==> src/rtl/freq_count_latch.sv <==
// freq_count_latch: gated BCD edge counter with result latch for the frequency meter.
module freq_count_latch #(
  parameter int unsigned DIGITS      = 4,
  parameter int unsigned SYNC_STAGES = 2
) (
  input  logic                  clk,
  input  logic                  rst,
  input  logic                  gate_in,
  input  logic                  sig_in,
  input  logic                  sel_ok,
  input  logic [1:0]            range_in,
  output logic [4*DIGITS-1:0]   bcd_out,
  output logic [1:0]            range_out,
  output logic                  overflow,
  output logic                  data_valid,
  output logic                  busy
);

  localparam int unsigned CW = 4 * DIGITS;
  localparam logic [CW-1:0] ALL_NINES = {DIGITS{4'h9}};

  localparam logic [1:0] WAIT_LOW  = 2'd0;
  localparam logic [1:0] WAIT_OPEN = 2'd1;
  localparam logic [1:0] COUNT     = 2'd2;
  localparam logic [1:0] LATCH     = 2'd3;

  logic [SYNC_STAGES-1:0] gate_sync_q, sig_sync_q, settle_q;
  logic                   gate_d1_q, sig_d1_q;
  logic                   gate_s, sig_s, gate_rise, gate_fall, sig_rise, settled, cnt_en;

  logic [1:0]    state_q, state_d;
  logic [CW-1:0] count_q, count_d;
  logic          ovf_q, ovf_d;
  logic [1:0]    rng_q, rng_d;
  logic [CW-1:0] bcd_q, bcd_d;
  logic [1:0]    range_q, range_d;
  logic          ovf_out_q, ovf_out_d;
  logic          dv_q, dv_d;
  logic          busy_q, busy_d;

  // BCD increment with ripple carry across digits (caller handles all-nines)
  function automatic logic [CW-1:0] bcd_inc(input logic [CW-1:0] v);
    logic [CW-1:0] r;
    logic          carry;
    r     = v;
    carry = 1'b1;
    for (int i = 0; i < int'(DIGITS); i++) begin
      if (carry) begin
        if (v[4*i +: 4] == 4'd9) begin
          r[4*i +: 4] = 4'd0;
        end else begin
          r[4*i +: 4] = v[4*i +: 4] + 4'd1;
          carry       = 1'b0;
        end
      end
    end
    return r;
  endfunction

  // Input synchronizers, edge-detect registers and post-reset settle tracker
  always_ff @(posedge clk) begin
    if (rst) begin
      gate_sync_q <= '0;
      sig_sync_q  <= '0;
      gate_d1_q   <= 1'b0;
      sig_d1_q    <= 1'b0;
      settle_q    <= '0;
    end else begin
      gate_sync_q <= {gate_sync_q[SYNC_STAGES-2:0], gate_in};
      sig_sync_q  <= {sig_sync_q[SYNC_STAGES-2:0], sig_in};
      gate_d1_q   <= gate_s;
      sig_d1_q    <= sig_s;
      settle_q    <= {settle_q[SYNC_STAGES-2:0], 1'b1};
    end
  end

  assign gate_s    = gate_sync_q[SYNC_STAGES-1];
  assign sig_s     = sig_sync_q[SYNC_STAGES-1];
  assign gate_rise = gate_s & ~gate_d1_q;
  assign gate_fall = ~gate_s & gate_d1_q;
  assign sig_rise  = sig_s & ~sig_d1_q;
  assign cnt_en    = sig_rise & gate_s;
  // gate_s is only trustworthy once the synchronizer has refilled after reset,
  // so a window already open at reset release is seen as high and discarded
  assign settled   = settle_q[SYNC_STAGES-1];

  // State, counter and latched-result registers
  always_ff @(posedge clk) begin
    if (rst) begin
      state_q   <= WAIT_LOW;
      count_q   <= '0;
      ovf_q     <= 1'b0;
      rng_q     <= 2'b00;
      bcd_q     <= '0;
      range_q   <= 2'b00;
      ovf_out_q <= 1'b0;
      dv_q      <= 1'b0;
      busy_q    <= 1'b0;
    end else begin
      state_q   <= state_d;
      count_q   <= count_d;
      ovf_q     <= ovf_d;
      rng_q     <= rng_d;
      bcd_q     <= bcd_d;
      range_q   <= range_d;
      ovf_out_q <= ovf_out_d;
      dv_q      <= dv_d;
      busy_q    <= busy_d;
    end
  end

  // Next-state, counting and latch decisions
  always_comb begin
    state_d   = state_q;
    count_d   = count_q;
    ovf_d     = ovf_q;
    rng_d     = rng_q;
    bcd_d     = bcd_q;
    range_d   = range_q;
    ovf_out_d = ovf_out_q;
    dv_d      = 1'b0;

    case (state_q)
      WAIT_LOW: begin
        count_d = '0;
        ovf_d   = 1'b0;
        if (settled && !gate_s) state_d = WAIT_OPEN;
      end
      WAIT_OPEN: begin
        count_d = '0;
        ovf_d   = 1'b0;
        if (gate_rise && sel_ok) begin
          rng_d   = range_in;
          state_d = COUNT;
          // the opening cycle itself may carry a signal edge
          count_d = CW'(cnt_en);
        end
      end
      COUNT: begin
        if (!sel_ok || (range_in != rng_q)) begin
          state_d = WAIT_LOW;
        end else if (gate_fall) begin
          state_d   = LATCH;
          bcd_d     = count_q;
          range_d   = rng_q;
          ovf_out_d = ovf_q;
          dv_d      = 1'b1;
        end else if (cnt_en) begin
          if (count_q == ALL_NINES) ovf_d   = 1'b1;
          else                      count_d = bcd_inc(count_q);
        end
      end
      default: begin
        count_d = '0;
        ovf_d   = 1'b0;
        state_d = WAIT_OPEN;
      end
    endcase

    busy_d = (state_d == COUNT);
  end

  assign bcd_out    = bcd_q;
  assign range_out  = range_q;
  assign overflow   = ovf_out_q;
  assign data_valid = dv_q;
  assign busy       = busy_q;

endmodule

==> config.mk <==
export PLATFORM = sky130hd
export DESIGN_NAME = freq_count_latch
export DESIGN_NICKNAME = d
export VERILOG_FILES = /design/src/rtl/freq_count_latch.sv
export SDC_FILE = /design/constraint.sdc
export NUM_CORES = 1
export LEC_CHECK = 0
export ABC_AREA = 1
export ABC_CLOCK_PERIOD_IN_PS = 1500
export CAP_MARGIN = 20
export CORE_MARGIN = 2
export CORE_UTILIZATION = 40
export DETAILED_ROUTE_END_ITERATION = 10
export SLEW_MARGIN = 10
export SYNTH_ARGS = -nofsm -noshare
export SYNTH_HDL_FRONTEND = slang
export SYNTH_SLANG_ARGS = --single-unit
export TNS_END_PERCENT = 30
==> constraint.sdc <==
create_clock -name clk -period 1.5 [get_ports clk]
set_input_delay 0.45 -clock clk [delete_from_list [all_inputs] [get_ports clk]]
set_output_delay 0.45 -clock clk [all_outputs]
set_load 0.005 [all_outputs]
==> results_dict.tcl <==
set metrics [dict create \
    fmax_ghz 0.6969 \
    seqCellArea_mm2 0.001041 \
    power_density_mw_per_mm2 677.2 \
    synth.area.top_cells "dfxtp_1 42%, nand2_1 10%, inv_1 9.2%, nor2_1 8.1%, ha_1 6.3%" \
    clock_latency_ns 0.31 \
    relSlewSlack_pct 79.25 \
    ctsHoldBuffers 0 \
    ys_seq_area_share_pct 41.78 \
    maxSlewViolCount 0 \
    syn_inst 343 \
    setup_violations 0 \
    rows 28 \
    place_area_mm2 0.003045 \
    yosys_warnings 0 \
    rsz0062_at_grt "yes" \
    async_flop_share_pct 0 \
    routed_wl_um 5503 \
    post_drt_via_cell_ratio 4.587 \
    cts_num_sinks 50 \
    dieArea_mm2 0.006625 \
    multi_input_area_mm2 0.001389 \
    die_h_um 81.40 \
    crit_arrival_ns 1.64 \
    cts_tree "built" \
    place.gp.congestion 0.8131 \
    portBuffers 27 \
    finClkSkew_ns 0.008506 \
    required_ns 1.70 \
    gr-total-overflow 0 \
    end_kind "flip-flop" \
    grt_pass1_wl_um 8990 \
    die_x_um 81.40 \
    min_period_ns 1.435 \
    nNetsFinal 437 \
    synth_nets 362 \
    fin_ws_ns 0.06514 \
    max_cap_viol_count 0 \
    wl_per_cell_um 11.14 \
    critPathMaxFanout 3 \
    yosys.area.top_type "dfxtp_1" \
    track_usage_pct 17.52 \
    numCtsBuffers 5 \
    preCtsSetupSlack_ns -0.5725 \
    hold_violations 0 \
    synthFlopType "dfxtp_1" \
    core_area_mm2 0.005851 \
    synth_edf_count 0 \
    grt_pass1_vias 2106 \
    ios 28 \
    syn_area_per_cell_um2 6.986 \
    synth_seq_cells 50 \
    power_mw 2.347 \
    fillers 537 \
    cts_max_level 2 \
    yosysUniqueCellTypes 26 \
    synth_top_area_share_pct 41.78 \
    route.vias.total 2266 \
    antennaDiodeCount 0 \
    dr.pass1.iters 4 \
    clk_path_buf_depth 2 \
    final_layout_size_suffix_gt1_share_pct 35.08 \
    antenna_found_initial 0 \
    start_util_pct 40.95 \
    hp-class "reg2reg" \
    crit_path_start_kind "flip-flop" \
    post-route-period-util_pct 95.66 \
    drc_errors 0 \
    grt_start_max_net_pins 38 \
    outcome "complete, no violations" \
    ctsRootBufferMaster "clkbuf_8" \
    worstMarginPinSlew_ns 0.3080 \
    leakage_nw 1.644 \
    synth_area_mm2 0.002396 \
    initialDrtViolationCount 90 \
    worstSetupPathType "reg2reg" \
    final_area_mm2 0.003466 \
    ant_nets 0 \
    syn_to_final_growth_pct 44.65 \
    hold_slack_ns 0.4061 \
    dp_hpwl_um 3690 \
    clk_pin_slew_ns 0.09 \
    max-vdd-ir-drop_uv 399.7 \
]
-- synth_stat cells (2+ instances only) --
master    instances
inv_1            59
o21ai_2           2
nand2_1          67
nand3_1          17
dfxtp_1          50
clkbuf_1          6
o21ai_0          26
or2_2             3
xnor2_1           2
nor3_1            3
a21oi_1          27
nor2_1           52
nor2_2            2
ha_1             12
buf_6             2
xor2_1            3
-- cell type report --
cell class	count	share of cell area (%)
clock buffers	6	2.383
clock inverters	2	0.3610
inverters	60	6.570
multi-input cells	226	40.07
flip-flops and latches	50	30.04
well taps	75	2.708
repair buffers	75	17.87
-- placed cells by master (no fill, tap or decap), drive strengths merged, types with 7 or more instances in the layout --
cell type and n:
ha 12, o21ai 28, a21oi 28, dfxtp 50
nor2 54, dlygate4sd2 21, buf 48, clkbuf 7
nand3 18, nand2 67, inv 59
-- report_power, final --
| part | switching (mW) | total (mW) | internal (mW) |
|---|---|---|---|
| Combinational | 0.0963 | 0.174 | 0.0778 |
| Clock | 0.452 | 0.823 | 0.371 |
| Sequential | 0.00905 | 1.35 | 1.34 |
-- worst max-delay path, stage by stage (launching register included) --
cell	delay (ns)
dfxtp_2	0.33
inv_2	0.05
ha_4	0.14
nand2_4	0.05
nor2_4	0.14
buf_4	0.14
nor2_4	0.03
buf_4	0.12
buf_4	0.12
nand3_1	0.07
nand2_1	0.05
nand2_1	0.05
nor2_1	0.04
-- what timing repair did --
item | 4_1_cts | 5_1_grt
setup endpoints to repair | 59 | 39
buffers inserted | 2 | 3
pin swaps | 9 | 31
gates resized for setup | 60 | 71
gates cloned | 1 | 1
-- metrics by stage --
stage,utilization [%],TNS (ns),std cells
after floorplan,-,0,343
after global placement,52.05,-16.46,479
after detailed placement,52.05,-18.39,479
after CTS,55.07,-0.007336,490
after global routing,59.24,-0.2110,494
final,59.24,0,494
-- worst paths after layout --
path                                   from  slack, ns           to  cells past startpoint
worst max-delay path             count_q[5]       0.07   count_q[7]                     12
worst min-delay path            settle_q[0]       0.41  settle_q[1]                      2
worst max register to register   count_q[5]       0.07   count_q[7]                     12
worst min register to register  settle_q[0]       0.41  settle_q[1]                      2
-- cell families (layout without fill, tap and decap cells) --
family	Yosys count	count (layout)	share of synthesized area [%]
adders and majority gates	12	12	6.266
AOI/OAI and AO/OA	58	58	12.79
DFF	50	50	41.78
xor gates and xnor gates	5	5	1.828
buffers and inverters	69	143	11.59
and+or+nand+nor	149	151	25.74
-- registers in the layout, summed over array words and instances (netlist names) --
register	flops
data_valid	1
state_q	2
sig_d1_q	1
ovf_q	1
range_out	2
count_q	16
bcd_out	16
gate_sync_q	2
rng_q	2
gate_d1_q	1
settle_q	2
busy	1
sig_sync_q	2
overflow	1
-- layer usage --
layer  vias up  track usage (%)  share of wire, %
met4         0            7.627               1.6
met5         -                0                 0
met3         9            4.222               2.4
met1      1013            21.82                49
met2        33            28.69                47
li1       1211                -                 -
(Power assumes the default switching activity.)
